File: config.mk
export PLATFORM = sky130hd
export DESIGN_NAME = therm_sampler
export DESIGN_NICKNAME = d
export VERILOG_FILES = /design/src/rtl/therm_pkg.sv /design/src/rtl/therm_bubble_fix.sv /design/src/rtl/therm_sampler.sv
export SDC_FILE = /design/constraint.sdc
export NUM_CORES = 1
export LEC_CHECK = 0
export BUFFER_PORTS_ARGS = -buffer_cell sky130_fd_sc_hd__buf_2
export CORE_ASPECT_RATIO = 0.75
export CORE_MARGIN = 2
export CORE_UTILIZATION = 49
export CTS_CLUSTER_DIAMETER = 50
export CTS_CLUSTER_SIZE = 25
export DETAILED_ROUTE_END_ITERATION = 8
export PLACE_DENSITY = 0.82
export SYNTH_ARGS = -nofsm -noshare
export SYNTH_HDL_FRONTEND = slang
export SYNTH_HIERARCHICAL = 1
export SYNTH_SLANG_ARGS = --single-unit
export TNS_END_PERCENT = 20
File: constraint.sdc
create_clock -name clk -period 1.5 [get_ports clk]
set_input_delay 0.225 -clock clk [delete_from_list [all_inputs] [get_ports clk]]
set_output_delay 0.225 -clock clk [all_outputs]
set_load 0.01 [all_outputs]
File: src/rtl/therm_pkg.sv
// rtl/therm_pkg.sv - shared types and helpers for the thermometer sampler
package therm_pkg;

  typedef enum logic {
    EMPTY = 1'b0,
    FULL  = 1'b1
  } state_t;

  function automatic logic maj3(input logic a, input logic b, input logic c);
    return (a & b) | (a & c) | (b & c);
  endfunction

  // Ceiling log2; returns 0 for n <= 1.
  function automatic int clog2(input int n);
    int w;
    w = 0;
    for (int v = n - 1; v > 0; v = v >> 1) w++;
    return w;
  endfunction

endpackage

File: src/rtl/therm_bubble_fix.sv
// rtl/therm_bubble_fix.sv - combinational 3-tap majority filter over a thermometer vector
module therm_bubble_fix
  import therm_pkg::*;
#(
  parameter int VECT_W = 8
) (
  input  logic [VECT_W-1:0] code,
  output logic [VECT_W-1:0] fixed
);

  // Below bit 0 reads as 1 and above the top bit reads as 0, so edges of a
  // clean thermometer code are preserved.
  logic [VECT_W+1:0] ext;

  assign ext = {1'b0, code, 1'b1};

  always_comb begin
    fixed = '0;
    for (int i = 0; i < VECT_W; i++) begin
      fixed[i] = maj3(ext[i], ext[i+1], ext[i+2]);
    end
  end

endmodule

File: src/rtl/therm_sampler.sv
// rtl/therm_sampler.sv - sync, bubble-fix and debounce of a flash comparator vector
module therm_sampler
  import therm_pkg::*;
#(
  parameter int VECT_W     = 8,
  parameter int STABLE_CNT = 4
) (
  input  logic              clk,
  input  logic              rst,
  input  logic [VECT_W-1:0] raw,
  input  logic              out_ready,
  output logic              out_valid,
  output logic [VECT_W-1:0] therm
);

  localparam int CNT_W = (clog2(STABLE_CNT) < 1) ? 1 : clog2(STABLE_CNT);
  localparam logic [CNT_W-1:0] CNT_MAX = CNT_W'(STABLE_CNT - 1);

  logic [VECT_W-1:0] s1, s2;
  logic [VECT_W-1:0] corr_d, corr_q;
  logic [VECT_W-1:0] last;
  logic [CNT_W-1:0]  cnt;
  logic              stable;
  logic              load_ok;
  logic              load_en;
  state_t            state, state_nxt;

  therm_bubble_fix #(.VECT_W(VECT_W)) u_fix (
    .code  (s2),
    .fixed (corr_d)
  );

  always_ff @(posedge clk) begin
    if (rst) begin
      s1     <= '0;
      s2     <= '0;
      corr_q <= '0;
      cnt    <= '0;
    end else begin
      s1     <= raw;
      s2     <= s1;
      corr_q <= corr_d;
      if (corr_d != corr_q) begin
        cnt <= '0;
      end else if (cnt != CNT_MAX) begin
        cnt <= cnt + 1'b1;
      end
    end
  end

  assign stable  = (cnt == CNT_MAX);
  // last always equals therm while FULL, so this also excludes re-loading the held code.
  assign load_ok = stable && (corr_q != last);

  always_comb begin
    state_nxt = state;
    out_valid = 1'b0;
    load_en   = 1'b0;
    case (state)
      EMPTY: begin
        if (load_ok) begin
          load_en   = 1'b1;
          state_nxt = FULL;
        end
      end
      FULL: begin
        out_valid = 1'b1;
        if (out_ready) begin
          if (load_ok) load_en = 1'b1;
          else         state_nxt = EMPTY;
        end
      end
      default: state_nxt = EMPTY;
    endcase
  end

  always_ff @(posedge clk) begin
    if (rst) begin
      state <= EMPTY;
      therm <= '0;
      last  <= '0;
    end else begin
      state <= state_nxt;
      if (load_en) begin
        therm <= corr_q;
        last  <= corr_q;
      end
    end
  end

endmodule
==> Word level (Yosys, flattened, before mapping) <==
Cells that the tools add are included.
{ "totals": {"wordCells": 47, "latchBits": 0, "regBits": 35, "out_inout_bits": 9, "input_bits": 11, "mem_bits_rw": 0, "n_memories": 0, "romBits": 0} }
{ "classes": {"add_sub_neg": 1, "n_div": 0, "magnitude_cmp": 0, "shifts": 0, "n_mul": 0, "mux": 6, "n_reduce_logical": 2, "eq_ne": 4, "n_bitwise": 28} }
{ "ops": {"columns": ["operator", "n"], "rows": [
  ["inequality test 8 bit", 2],
  ["bitwise OR 1 bit", 14],
  ["bitwise AND 1 bit", 13],
  ["2-to-1 mux 1 bit", 4],
  ["one-hot mux 1 bit (2 select lines)", 2],
  ["adder 2 x 1 -> 2 bit, second input constant", 1],
  ["== test 2 bit, second input constant", 1],
  ["inequality test 2 bit, second input constant", 1],
  ["OR reduction 2 bit", 1],
  ["logical AND 1 bit", 1],
  ["NOT 1 bit", 1]
]} }

==> Depth between registers and ports, before layout <==
Gate-level depths: netlist of the first run.
{ "depth": {"word_depth": 5, "mapped_depth": 5, "depth_no_buf": 5} }

==> Modules after synthesis <==
Netlist of the first run, hierarchy kept.
{ "by_module_without_submodules": {"columns": ["mod", "area_per_inst_um2", "instances", "seq_area_each_um2", "cells_per_inst"], "rows": [
  ["therm_sampler", 1318.8, 1, 700.7, 118],
  ["therm_bubble_fix", 80.1, 1, 0.0, 8]
]} }

==> Worst setup path before layout of the first run <==
Ideal clock, no wire load.
{ "synth_timing": {"path_kind": "register to register", "startpoint": "reg s2[5]", "endpoint": "reg cnt[0]", "t_arrival_ns": 1.401, "slack_ns": 0.034, "period_less_slack_ns": 1.466, "n_path_buf": 0, "required_time_ns": 1.436, "path_stages_with_launch": 6, "setup_ns": 0.064, "path_cell_list": "dfxtp_1 maj3_2 xnor2_1 nand3_1 or4_1 nor2_1"} }
{ "synth_via": {"elab_chain_len": 5, "word_cells_on_any_way": 12, "cone_classes": "1 x eq/ne; 10 x bitwise; 1 x reduce/logical"} }
{ "synth_rtl": {"columns": ["item", "line_no", "text"], "rows": [
  ["start: declaration", "therm_sampler.sv:19", "logic [VECT_W-1:0] s1, s2;"],
  ["start signal: assignment", "therm_sampler.sv:36", "s2 <= '0;"],
  ["start signal: assignment", "therm_sampler.sv:41", "s2 <= s1;"],
  ["bitwise AND 1 bit", "therm_pkg.sv:10", "return (a & b) | (a & c) | (b & c);"],
  ["bitwise OR 1 bit", "therm_pkg.sv:10", null],
  ["bitwise OR 1 bit (*)", "therm_pkg.sv:10", null],
  ["named net corr_d[4]", "therm_sampler.sv:20", "logic [VECT_W-1:0] corr_d, corr_q;"],
  ["inequality test 8 bit (*)", "therm_sampler.sv:43", "if (corr_d != corr_q) begin"],
  ["OR reduction 2 bit (no source line) (*)", null, null],
  ["end signal: assignment", "therm_sampler.sv:46", "cnt <= cnt + 1'b1;"],
  ["end: declaration", "therm_sampler.sv:22", "logic [CNT_W-1:0] cnt;"]
]} }
Mark *: on every way through the listed nets, which the timed path passes. The rest lies on a longest branch.
A chain may end at the register's enable or synchronous reset.

==> Worst setup path after layout of the first run <==
{ "layout_timing": {"startpoint": "reg s2[3]", "endpoint": "reg cnt[0]"} }
{ "layout_via": {"elab_chain_len": 5, "word_cells_on_any_way": 12, "cone_classes": "1 x eq/ne; 10 x bitwise; 1 x reduce/logical"} }
{ "layout_rtl": {"columns": ["item", "line_no"], "rows": [
  ["bitwise AND 1 bit", "therm_pkg.sv:10"],
  ["bitwise OR 1 bit (*) (2 in a row)", "therm_pkg.sv:10"],
  ["named net corr_d[4]", "therm_sampler.sv:20"],
  ["inequality test 8 bit (*)", "therm_sampler.sv:43"],
  ["OR reduction 2 bit (no source line) (*)", null]
]} }
Marks and branches as above.

==> results of run 1 <==
power by group through the flow:
stage	Sequential [mW]	Clock [mW]	Combinational, mW
after floorplan	0.994	0	0.0755
after global placement	0.995	0	0.103
after detailed placement	0.998	0	0.109
after CTS	0.978	0.607	0.114
after global routing	0.981	0.663	0.139
final	0.978	0.597	0.123
kinds of logic after synthesis:
| logic type | after synthesis | share of synthesized area, % |
|---|---|---|
| buffers and inverters | 5 | 1.34 |
| DFF | 35 | 50.1 |
| muxes | 9 | 6.44 |
| xor gates and xnor gates | 17 | 10.6 |
| AOI/OAI and AO/OA | 3 | 2.50 |
| adders and majority gates | 7 | 5.72 |
| and+or+nand+nor | 50 | 23.3 |
timing repair:
action / CTS / global route
pin swaps: 1 / 3
gates resized for setup: 3 / 10
setup buffers: 1 / 0
setup endpoints to repair: 10 / 10
state kept, by name, indices dropped and copies added, names as in the netlist:
name and cells:
s2 8, state 1, corr_q 8, last 8, cnt 2, s1 8
Yosys cell counts, types with 2 or more instances:
cell type / n / area (um2)
sky130_fd_sc_hd__clkbuf_1: 4 / 15.0
sky130_fd_sc_hd__dfxtp_1: 35 / 701
sky130_fd_sc_hd__maj3_2: 6 / 67.6
sky130_fd_sc_hd__mux2i_1: 9 / 90.1
sky130_fd_sc_hd__nand2b_1: 12 / 75.1
sky130_fd_sc_hd__nor2_1: 2 / 7.51
sky130_fd_sc_hd__nor2b_1: 25 / 156
sky130_fd_sc_hd__nor4_2: 2 / 25.0
sky130_fd_sc_hd__or2b_1: 4 / 30.0
sky130_fd_sc_hd__xnor2_1: 7 / 61.3
sky130_fd_sc_hd__xor2_1: 10 / 87.6
cell type report:
type | instances | area (um2) | share of cell area [%]
multi-input cells | 86 | 748 | 42.6
flip-flops and latches | 35 | 704 | 40.1
repair buffers | 29 | 183 | 10.4
clock buffers | 6 | 72.6 | 4.13
well taps | 36 | 45.0 | 2.56
inverters | 1 | 3.75 | 0.214
per-stage QoR:
stage	std cells	worst slack, ps	utilization [%]
3_3_place_gp	186	3.05	59.8
6_report	193	-50.2	66.0
3_5_place_dp	186	-73.5	59.8
4_1_cts	193	-50.7	63.5
5_1_grt	193	-147	66.0
2_1_floorplan	126	34.4	-
metal layers:
metal | vias to the layer above | part of all wire [%] | track usage (%)
met2 | 29 | 50 | 29.5
li1 | 464 | - | -
met3 | 4 | 6.1 | 8.30
met5 | - | 0 | 0
met1 | 435 | 43 | 18.1
met4 | 0 | 0.89 | 5.21
worst max path at each step:
stage	start	endpoint	slack (ps)	cells after the start
final	s2[3]$_SDFF_PP0_	cnt[0]$_SDFFE_PP0P_	-50	5
after global routing	s2[4]$_SDFF_PP0_	cnt[0]$_SDFFE_PP0P_	-150	5
after CTS	s2[3]$_SDFF_PP0_	cnt[0]$_SDFFE_PP0P_	-50	5
after detailed placement	last[7]$_SDFFE_PP0P_	last[4]$_SDFFE_PP0P_	-70	4
after global placement	s2[5]$_SDFF_PP0_	cnt[1]$_SDFFE_PP0P_	3	5
after floorplan	s2[5]$_SDFF_PP0_	cnt[0]$_SDFFE_PP0P_	30	5
==> results.txt, run 1 <==
The die outline width works out to 65.7 um. Data arrival time of the critical path: 1770 ps. The critical path is of the reg2reg type. The number of antenna diodes in the final layout is 0. Grouping stages by cell kind, the critical path spends the most delay in simple AND/OR/NAND/NOR gates. Port buffering added 19 buffers. Combinational logic burns 7.3% of the power. The tools report the clock root buffer as sky130_fd_sc_hd__clkbuf_8. The floorplan has 16 rows.

Counting along the longest clock path gives a buffer depth of 2. For the source-to-sink clock delay at the later pin of the worst-skew pair, the log shows 280 ps. The path class of the tightest hold or removal check is in2reg. Launch instance of the worst register-to-register path: s2[3]$_SDFF_PP0_.

The Yosys step of the flow raised 6 warnings. The worst hold path begins at raw[7]. The first global-routing pass estimated 4110 um of wire. Compared with the post-synthesis result, the final layout area differs by 25.6%. The smallest setup slack after layout is -50.2 ps, and the final worst-path cycle share is 103%.

Net switching is 21.2% of the power. The total number of clock tree sinks is 35, and the post-cts hold buffer count is 0. For this run, the slowest stage of the critical path takes 500 ps.

Setup violations remaining at the end of the flow were counted as 2. The initial antenna violation count is 0, and the synthesized flop and latch total is 35. In the routed design, unresolved DRC markers number 0. The number of maximum-capacitance violations was 0. The design draws 1.70 mW. Across all layers, the routed design uses 932 vias.

The master of the slowest instance on the critical path is sky130_fd_sc_hd__or4_4. Mean instance size in the synthesized netlist: 11.1 um2. The run finished, with violations left. After synthesis, the share of flip-flops with an asynchronous set or reset is 0%. In this run the critical register-to-register path is captured at cnt[0]$_SDFFE_PP0P_.

Timing would allow up to 0.645 GHz. The total non-filler cell area in the finished layout was 0.00176 mm2. Leaving out fill and tap cells, the most frequent cells in the layout are sky130_fd_sc_hd__dfxtp_1, sky130_fd_sc_hd__nor2b_1, sky130_fd_sc_hd__buf_2.

The run gives 21 as the count of cell types in the netlist. The routed design has 2470 um of wire. Traced cell by cell, the critical path runs through maj3_2, xnor2_2, nand3_1, or4_4, nor2_1. The mapped netlist covers 0.00140 mm2. Along the worst hold path, the cell count comes to 2. Internal power comes to 1.34 mW. The actual slew at the worst max-slew pin is 347 ps, and the die area is 0.00330 mm2. TritonCTS built the clock tree.

Summing all placed instances gives a cell area of 0.00159 mm2. STA classifies the critical path endpoint as a register. TritonCTS created 5 clock buffers. For the net count of the finished layout, the log shows 170. For the aggregate negative setup slack, the log shows -88.5 ps.

The routed wire length per instance works out to 12.8 um. For hold timing, the worst endpoint is s1[7]$_SDFF_PP0_. Of the cells placed in the final design, the portion with a size suffix greater than 1 is 35.7%.

The global-route congestion overflow total came out at 0. The most common flop cell mapped by yosys is sky130_fd_sc_hd__dfxtp_1. The worst setup path is launched from a register. The global routing usage summed across all routing layers came out at 17.0%. Counting flops with a built-in enable in the synthesized netlist gives 0. For flop-to-flop paths, the worst setup slack is -50 ps. The number of vias per cell after detailed routing was 4.83.

Most common library cell in the layout ignoring fill and taps: sky130_fd_sc_hd__dfxtp_1. The number of buffer and inverter instances along the worst setup path was 0. Summed over all cells, the static leakage comes to 0.744 nW. In this run the power spent charging and discharging nets is 0.359 mW.

The run gives 0 as the antenna violation net count after detailed routing. The checks that failed: setup timing. The final max-slew violation count is 0. Setup repair after global routing could not meet its margin everywhere. Measured along the y axis, the die boundary spans 50.3 um.

Counting cells, the worst reg-to-reg path comes to 5. The initial standard-cell utilization of the core is 52.5%. Of all nets on the critical path, the largest fanout is 3. Across the VDD grid, the largest voltage drop is 0.651 mV. Final hold analysis gives a worst-case slack of 155 ps. Of the synthesized area, sequential elements account for 50.1%. Data on the critical path is required at its endpoint by 1720 ps. The cell count after synthesis came out at 126.

The hold violation count in the final report was 0; the share of power burned in the clock network was 35.1%. After the first detailed-routing iteration, the DRC count stood at 37. Synthesis produced a netlist with a net count of 138. The total power divided by cell area was 966 mW/mm2; the post-CTS clock slew at the launch and capture registers of the worst setup and hold paths was 60 ps. Entering global routing, the biggest net connects 42 pins. The H-tree was split into 2 levels. The number of search-and-repair iterations in the first detailed-routing pass came out at 6.

The logs give 206 for the number of filler instances in the final layout and 972 for the via count of the first global-routing pass. The shortest period the worst path allows came out at 1550 ps. The logs give 1780 um for the detailed placement HPWL and 5.06 ps for the post-route clock skew. Headroom to the max-slew limit came out at 76.9%. Routability-driven placement finished with a final weighted congestion of 0.884. During I/O placement, the number of pins put on the boundary was 20. Of the total power, registers draw 57.6%. The floorplan step defined a core boundary enclosing 0.00266 mm2.
Note: power is estimated with default switching activity, not from simulation.
==> run 2: changes to the inputs <==
--- a/config.mk
+++ b/config.mk
@@ -6,7 +6,6 @@
 export NUM_CORES = 1
 export LEC_CHECK = 0
 export BUFFER_PORTS_ARGS = -buffer_cell sky130_fd_sc_hd__buf_2
-export CORE_ASPECT_RATIO = 0.75
 export CORE_MARGIN = 2
 export CORE_UTILIZATION = 49
 export CTS_CLUSTER_DIAMETER = 50
==> run 2 against run 1 <==
Net effect: register-to-register slack about the same; clock power down 15%; critical endpoint unchanged; routed wire length down 14%; count of clock-buffer cells in the layout unchanged; critical path type unchanged; sequential share of layout area up 1.8 points; highest routed layer unchanged; utilization down 4.5 points; critical path depth unchanged; largest cell class is now sequential cells; the run still ends with setup timing left; setup slack worse by 10 ps; design area down 4.3%; global-route usage down 2.3 points.
==> results.txt, run 2 (synthesized netlist as in run 1, its figures left out) <==
The most common library cell in the layout ignoring fill and taps was sky130_fd_sc_hd__dfxtp_1. The run gives 702 um2 as the combined area of the multi-input logic cells. The run finished, with violations left. The initial antenna violation count came out at 0. The post-CTS clock slew at the launch and capture registers of the worst setup and hold paths works out to 100 ps. Setup repair after global routing could not meet its margin everywhere.

The combinational share of power is 7.1%, and the smallest setup slack after layout is -60.5 ps. The number of vias per cell after detailed routing works out to 4.88. TritonCTS built the clock tree.

Summed over all nets, the half-perimeter wirelength after detailed placement is 1530 um. Clock skew on the completed layout was measured at 9.74 ps. The aggregate routed wire length is 2140 um, and the global-route congestion overflow total is 0. Row generation in the floorplan step produced 19 rows. The via count of the first global-routing pass was 870; the number of filler instances in the final layout was 233.

The routed wire length per instance was 11.4 um. In this run the power density over the cells is 949 mW/mm2. The first global-routing pass estimated 3620 um of wire. The share of power burned in the clock network was 31.7%. The library cells used most frequently in the layout, excluding fill and tap cells, are sky130_fd_sc_hd__dfxtp_1, sky130_fd_sc_hd__nor2b_1, sky130_fd_sc_hd__buf_2. The number of CTS-inserted buffers came out at 5. Of the total power, the share spent switching nets is 22.2%.

The tools report the initial standard-cell utilization of the core as 51.2%. The die is 57.4 um tall. In the final layout, the share of cells above drive strength 1 is 33.1%.

20 I/O pins were placed. The area used by sequential logic in the layout came out at 704 um2. The analysis attributes to net switching a power of 0.354 mW. The logs give 169 for the net count of the finished layout and 0 for the hold violation count in the final report. In the final timing run, aggregate negative setup slack is -105 ps.

Global routing consumed, over all layers together, 14.7% of the routing resources. The worst pin sits at a relative slew slack of 72.2%. The first TritonRoute pass finished after 4 iterations. Sequential cells burn 61.2% of the power.

The tools report the H-tree depth as 2. The root buffer cell chosen for the clock tree is sky130_fd_sc_hd__clkbuf_4. The logs give 1.24 mW for the internal portion of total power and 0.00330 mm2 for the die area. Layout overhead on the synthesized area: 20.1%. The routability-driven placement congestion ratio was 0.795. The checks that failed: setup timing.

The run gives 19 as the violation count after the first detailed-route iteration. Detailed routing inserted a total of 918 vias. The endpoint required time on the critical path came out at 1780 ps. The type of the setup path with the least slack was reg2reg. Static timing analysis puts the maximum clock frequency at 0.641 GHz.

The peak fanout along the critical path came out at 3. The run gives 1840 ps as the data arrival time of the critical path. The count of buffers added on input and output ports is 19.

Final max-slew violation count: 0. The core region is 0.00273 mm2. The analysis attributes to cell leakage a power of 0.728 nW. The tools report the pin count of the biggest net entering global routing as 42. The worst hold path belongs to the class in2reg.

The routed design could run at a clock period as short as 1560 ps. For the post-route worst hold slack, the log shows 99.8 ps. Setup violation total in the final timing report: 2. In this run, post-CTS hold repair placed 0 buffers. The clock reaches the later pin of the worst-skew pair after 330 ps. The tools report the number of maximum-capacitance violations as 0.

After detailed routing, the number of remaining DRC violations is 0. The critical path capture point type was a register. The run gives 0 as the antenna violation net count after detailed routing. The worst setup path is launched from a register.

At the placement stage, the worst setup path has a slack of -94.4 ps. Of the available clock period, the critical path in the final layout requires 104%. The repair_antennas step left the layout with diodes totalling 0. The actual slew at the worst max-slew pin is 413 ps. Counting every sink on the clock net gives 35. IR analysis of the VDD net gives a maximum drop of 0.767 mV. In this run the horizontal extent of the chip is 57.4 um. The clock passes through at most 2 buffers.
-- run 2: cell types whose count changed in the layout (fill, tap and decap cells not counted), sizes merged --
| cell | change |
|---|---|
| clkinv | +1 |
| buf | -1 |
-- run 2: worst max-delay path, stage by stage (launching register included) --
cell	delay, ps
sky130_fd_sc_hd__dfxtp_2	340
sky130_fd_sc_hd__maj3_2	330
sky130_fd_sc_hd__xnor2_2	140
sky130_fd_sc_hd__nand3_1	110
sky130_fd_sc_hd__or4_4	500
sky130_fd_sc_hd__nor2_1	100
-- run 2: layer usage --
metal / vias to the layer above / wire [um] / global-route usage [%]
li1: 466 / - / -
met1: 424 / 905 / 14.7
met2: 22 / 1050 / 26.1
met3: 6 / 130 / 6.12
met4: 0 / 48 / 6.98
met5: - / 0 / 0
-- run 2: worst paths after layout --
kind / start / end / slack (ps) / depth (start not counted)
worst max-delay path: s2[5]$_SDFF_PP0_ / cnt[0]$_SDFFE_PP0P_ / -60 / 5
worst min register to register: s1[6]$_SDFF_PP0_ / s2[6]$_SDFF_PP0_ / 440 / 1
worst max register to register: s2[5]$_SDFF_PP0_ / cnt[0]$_SDFFE_PP0P_ / -60 / 5
worst min-delay path: raw[3] / s1[3]$_SDFF_PP0_ / 100 / 2
-- run 2: power groups by stage --
| stage | combinational (mW) | clock (mW) | sequential (mW) |
|---|---|---|---|
| floorplan | 0.0755 | 0 | 0.994 |
| global placement | 0.102 | 0 | 0.995 |
| detailed placement | 0.106 | 0 | 0.997 |
| CTS | 0.113 | 0.527 | 0.976 |
| global route | 0.126 | 0.563 | 0.979 |
| finish | 0.114 | 0.505 | 0.975 |
-- run 2: final cells by class --
type | count | area share (%)
clock buffer | 6 | 3.05
clock inverter | 1 | 0.298
inverter | 1 | 0.223
timing repair buffer | 28 | 10.4
tap | 31 | 2.31
sequential | 35 | 41.9
multi-input combinational | 86 | 41.8
-- run 2: what timing repair did --
action / 4_1_cts / 5_1_grt
cloned: 0 / 0
setup endpoints to repair: 10 / 10
pin swaps: 5 / 0
buffers inserted: 1 / 0
endpoints found under the hold margin: 0 / 0
gates resized for setup: 6 / 1
-- run 2: stage by stage --
stage,util [%],area [um2],power (mW),instances
3_5_place_dp,57.7,1580,1.10,180
4_1_cts,61.4,1680,1.62,188
6_report,61.5,1680,1.59,188
5_1_grt,61.5,1680,1.67,188
3_3_place_gp,57.7,1580,1.10,180
2_1_floorplan,-,1400,1.07,126
==> run 3: changes to the inputs <==
--- a/config.mk
+++ b/config.mk
@@ -12,6 +12,7 @@
 export CTS_CLUSTER_SIZE = 25
 export DETAILED_ROUTE_END_ITERATION = 8
 export PLACE_DENSITY = 0.82
+export RECOVER_POWER = 100
 export SYNTH_ARGS = -nofsm -noshare
 export SYNTH_HDL_FRONTEND = slang
 export SYNTH_HIERARCHICAL = 1
==> run 3 against run 2 <==
Net effect: the run still ends with setup timing left; count of clock-buffer cells in the layout stayed put; worst hold slack about the same; sequential cell count unchanged; clock skew hardly changed; total power is 0.13% lower; non-clock buffer count did not move; utilization is 0.55 points lower; first-iteration DRC count decreased by 5.3%; sequential share of layout area is 0.38 points higher; critical endpoint unchanged.
==> results.txt, run 3 (synthesized netlist as in run 1, its figures left out) <==
Critical path capture point type: a register. The global routing usage summed across all routing layers was 14.7%; the endpoint required time on the critical path was 1780 ps. The hold violation count in the final report was 0; the placed standard-cell area was 0.00158 mm2.

The number of buffer and inverter instances along the worst setup path is 0, and the routed wire length per instance is 11.4 um. The post-route netlist has 26.8% of its cells at a drive strength greater than 1. Summing all non-filler instances in the final layout gives an area of 0.00167 mm2.

The final critical path takes up 104% of the cycle. Of the total power, combinational logic draws 7.1%. The worst hold path terminates at s1[3]$_SDFF_PP0_. For this block, the via count after detailed routing is 919. For the setup violation total in the final timing report, the log shows 2. Entering global routing, the biggest net connects 42 pins. The worst setup path is launched from a register. The sequential share of power is 61.2%, and the die area is 0.00330 mm2.

The analysis attributes to net switching a power of 0.354 mW. The core area was 0.00273 mm2; the number of input and output port buffers inserted was 19. The die is 57.4 um tall.

The antenna violation net count after detailed routing was 0; the number of cell rows was 19. For the worst setup path, the data arrival time is 1840 ps. The top cell types in the final layout, fill and taps aside, are sky130_fd_sc_hd__dfxtp_1, sky130_fd_sc_hd__nor2b_1, sky130_fd_sc_hd__nand2b_1. Along the worst hold path, the cell count comes to 2. The number of maximum-capacitance violations was 0; the area used by sequential logic in the layout was 704 um2.

By startpoint and endpoint, the worst setup path is classified as reg2reg. The logs give 5 for the number of CTS-inserted buffers and 243 for the number of filler instances in the final layout. For the violation count after the first detailed-route iteration, the log shows 18. The post-CTS clock slew at the launch and capture registers of the worst setup and hold paths was 100 ps. The logs give 1530 um for the detailed placement HPWL and 54.4% for the remaining max-slew budget at the tightest pin. Broken down by cell family, the worst path's largest delay share belongs to simple AND/OR/NAND/NOR gates. The logs give 0 for the initial antenna violation count and 0 for the final antenna diode count. The logs give 0 for the final max-slew violation count and -60.9 ps for the smallest setup slack after layout.

The tools report the launch instance of the worst register-to-register path as s2[5]$_SDFF_PP0_. For the source-to-sink clock delay at the later pin of the worst-skew pair, the log shows 330 ps. The number of cells on the worst reg-to-reg path is 5. The number of search-and-repair iterations in the first detailed-routing pass is 4, and the maximum clock frequency is 0.641 GHz. The share of power burned in the clock network came out at 31.7%.

The reg-to-reg critical path endpoint was cnt[0]$_SDFFE_PP0P_. Clock tree synthesis selected as its root buffer the cell sky130_fd_sc_hd__clkbuf_4. At the pin with the least slew margin, the transition time is 684 ps. The total overflow left after global routing is 0. Cell internal power was estimated by the tool at 1.24 mW. The H-tree depth was 2; the power after layout was 1.59 mW.

The post-route clock skew was 9.55 ps; the via count of the first global-routing pass was 870. The checks that failed: setup timing. Summing all multi-input logic gate instances after layout gives 702 um2. Compared with the post-synthesis result, the final layout area differs by 19.1%. Net count of the finished layout: 169.

The flop-to-flop setup slack was -60 ps. The run finished, with violations left. The run gives 20 as the number of top-level pins.

The tools report the initial standard-cell utilization of the core as 51.2%. In this run switching power makes up 22.2% of total power. The worst hold path begins at raw[3].

For this design the static power due to leakage is 0.685 nW. The tools report the largest vdd supply drop as 0.767 mV. The master of the slowest instance on the critical path was sky130_fd_sc_hd__or4_4. In this run the worst path has a maximum fanout of 3.

The first global-routing pass estimated 3620 um of wire. The total number of clock tree sinks is 35. The largest single stage delay on the critical path is 500 ps.

Dividing the detail-routed via count by the number of cells gives 4.89. The die is 57.4 um wide. TritonCTS built the clock tree. The tools report the routability-driven placement congestion ratio as 0.795.

Walking the worst path, the cells encountered are maj3_2, xnor2_2, nand3_1, or4_4, nor2_1. The worst hold path belongs to the class in2reg. Hold repair after CTS inserted 0 buffers. The DRC violation count after routing is 0, and the total power divided by cell area is 956 mW/mm2. Setup repair after global routing could not meet its margin everywhere.

The smallest clock period supported by the final layout is computed as 1560 ps. For the clock tree buffer depth, the log shows 2. The library cell used most frequently in the layout, excluding fill and tap cells, is sky130_fd_sc_hd__dfxtp_1. Wires add up to 2140 um.
==> run 3: final cells by class <==
class	instances	area share (%)
Multi-Input combinational cell	86	42.1
Clock buffer	6	3.08
Clock inverter	1	0.301
Tap cell	31	2.33
Inverter	1	0.225
Timing Repair Buffer	28	9.62
Sequential cell	35	42.3
==> run 3: worst max path at each step <==
stage | end | startpoint | slack [ps] | cells past startpoint
6_report | cnt[0]$_SDFFE_PP0P_ | s2[5]$_SDFF_PP0_ | -60 | 5
2_1_floorplan | cnt[0]$_SDFFE_PP0P_ | s2[5]$_SDFF_PP0_ | 30 | 5
3_5_place_dp | cnt[1]$_SDFFE_PP0P_ | s2[5]$_SDFF_PP0_ | -90 | 5
3_3_place_gp | cnt[1]$_SDFFE_PP0P_ | s2[2]$_SDFF_PP0_ | -3 | 5
4_1_cts | cnt[1]$_SDFFE_PP0P_ | s2[5]$_SDFF_PP0_ | -60 | 5
5_1_grt | cnt[0]$_SDFFE_PP0P_ | s2[3]$_SDFF_PP0_ | -140 | 5
==> run 3: timing repair <==
item / 4_1_cts / 5_1_grt
cloned: 0 / 0
setup buffers: 1 / 0
setup endpoints to repair: 10 / 10
pin swaps: 5 / 0
gates resized for setup: 6 / 1
==> run 3: metal layers <==
layer  up-vias  global-route usage (%)  routed length (um)  share of wire (%)
met5         -                       0                   0                  0
met4         0                    6.98                  48                2.2
met3         6                    6.12                 135                6.3
met2        22                    26.1                1050                 49
met1       426                    14.7                 901                 42
li1        465                       -                   -                  -
==> run 3: through the flow <==
step           hold slack (ps)  util (%)  worst slack (ps)  std cells  setup TNS (ps)
6_report                  99.8      60.9             -60.9        188            -106
5_1_grt                   76.5      60.9              -139        188            -516
4_1_cts                   81.4      61.4             -64.3        188            -128
3_5_place_dp               423      57.7             -94.4        180            -541
3_3_place_gp               421      57.7             -2.90        180           -5.54
2_1_floorplan              353         -              34.4        126               0
==> run 3: power groups by stage <==
stage	Clock, mW	Combinational, mW	Sequential (mW)
floorplan	0	0.0755	0.994
global placement	0	0.102	0.995
detailed placement	0	0.106	0.997
CTS	0.527	0.113	0.976
global route	0.563	0.125	0.979
finish	0.505	0.113	0.975
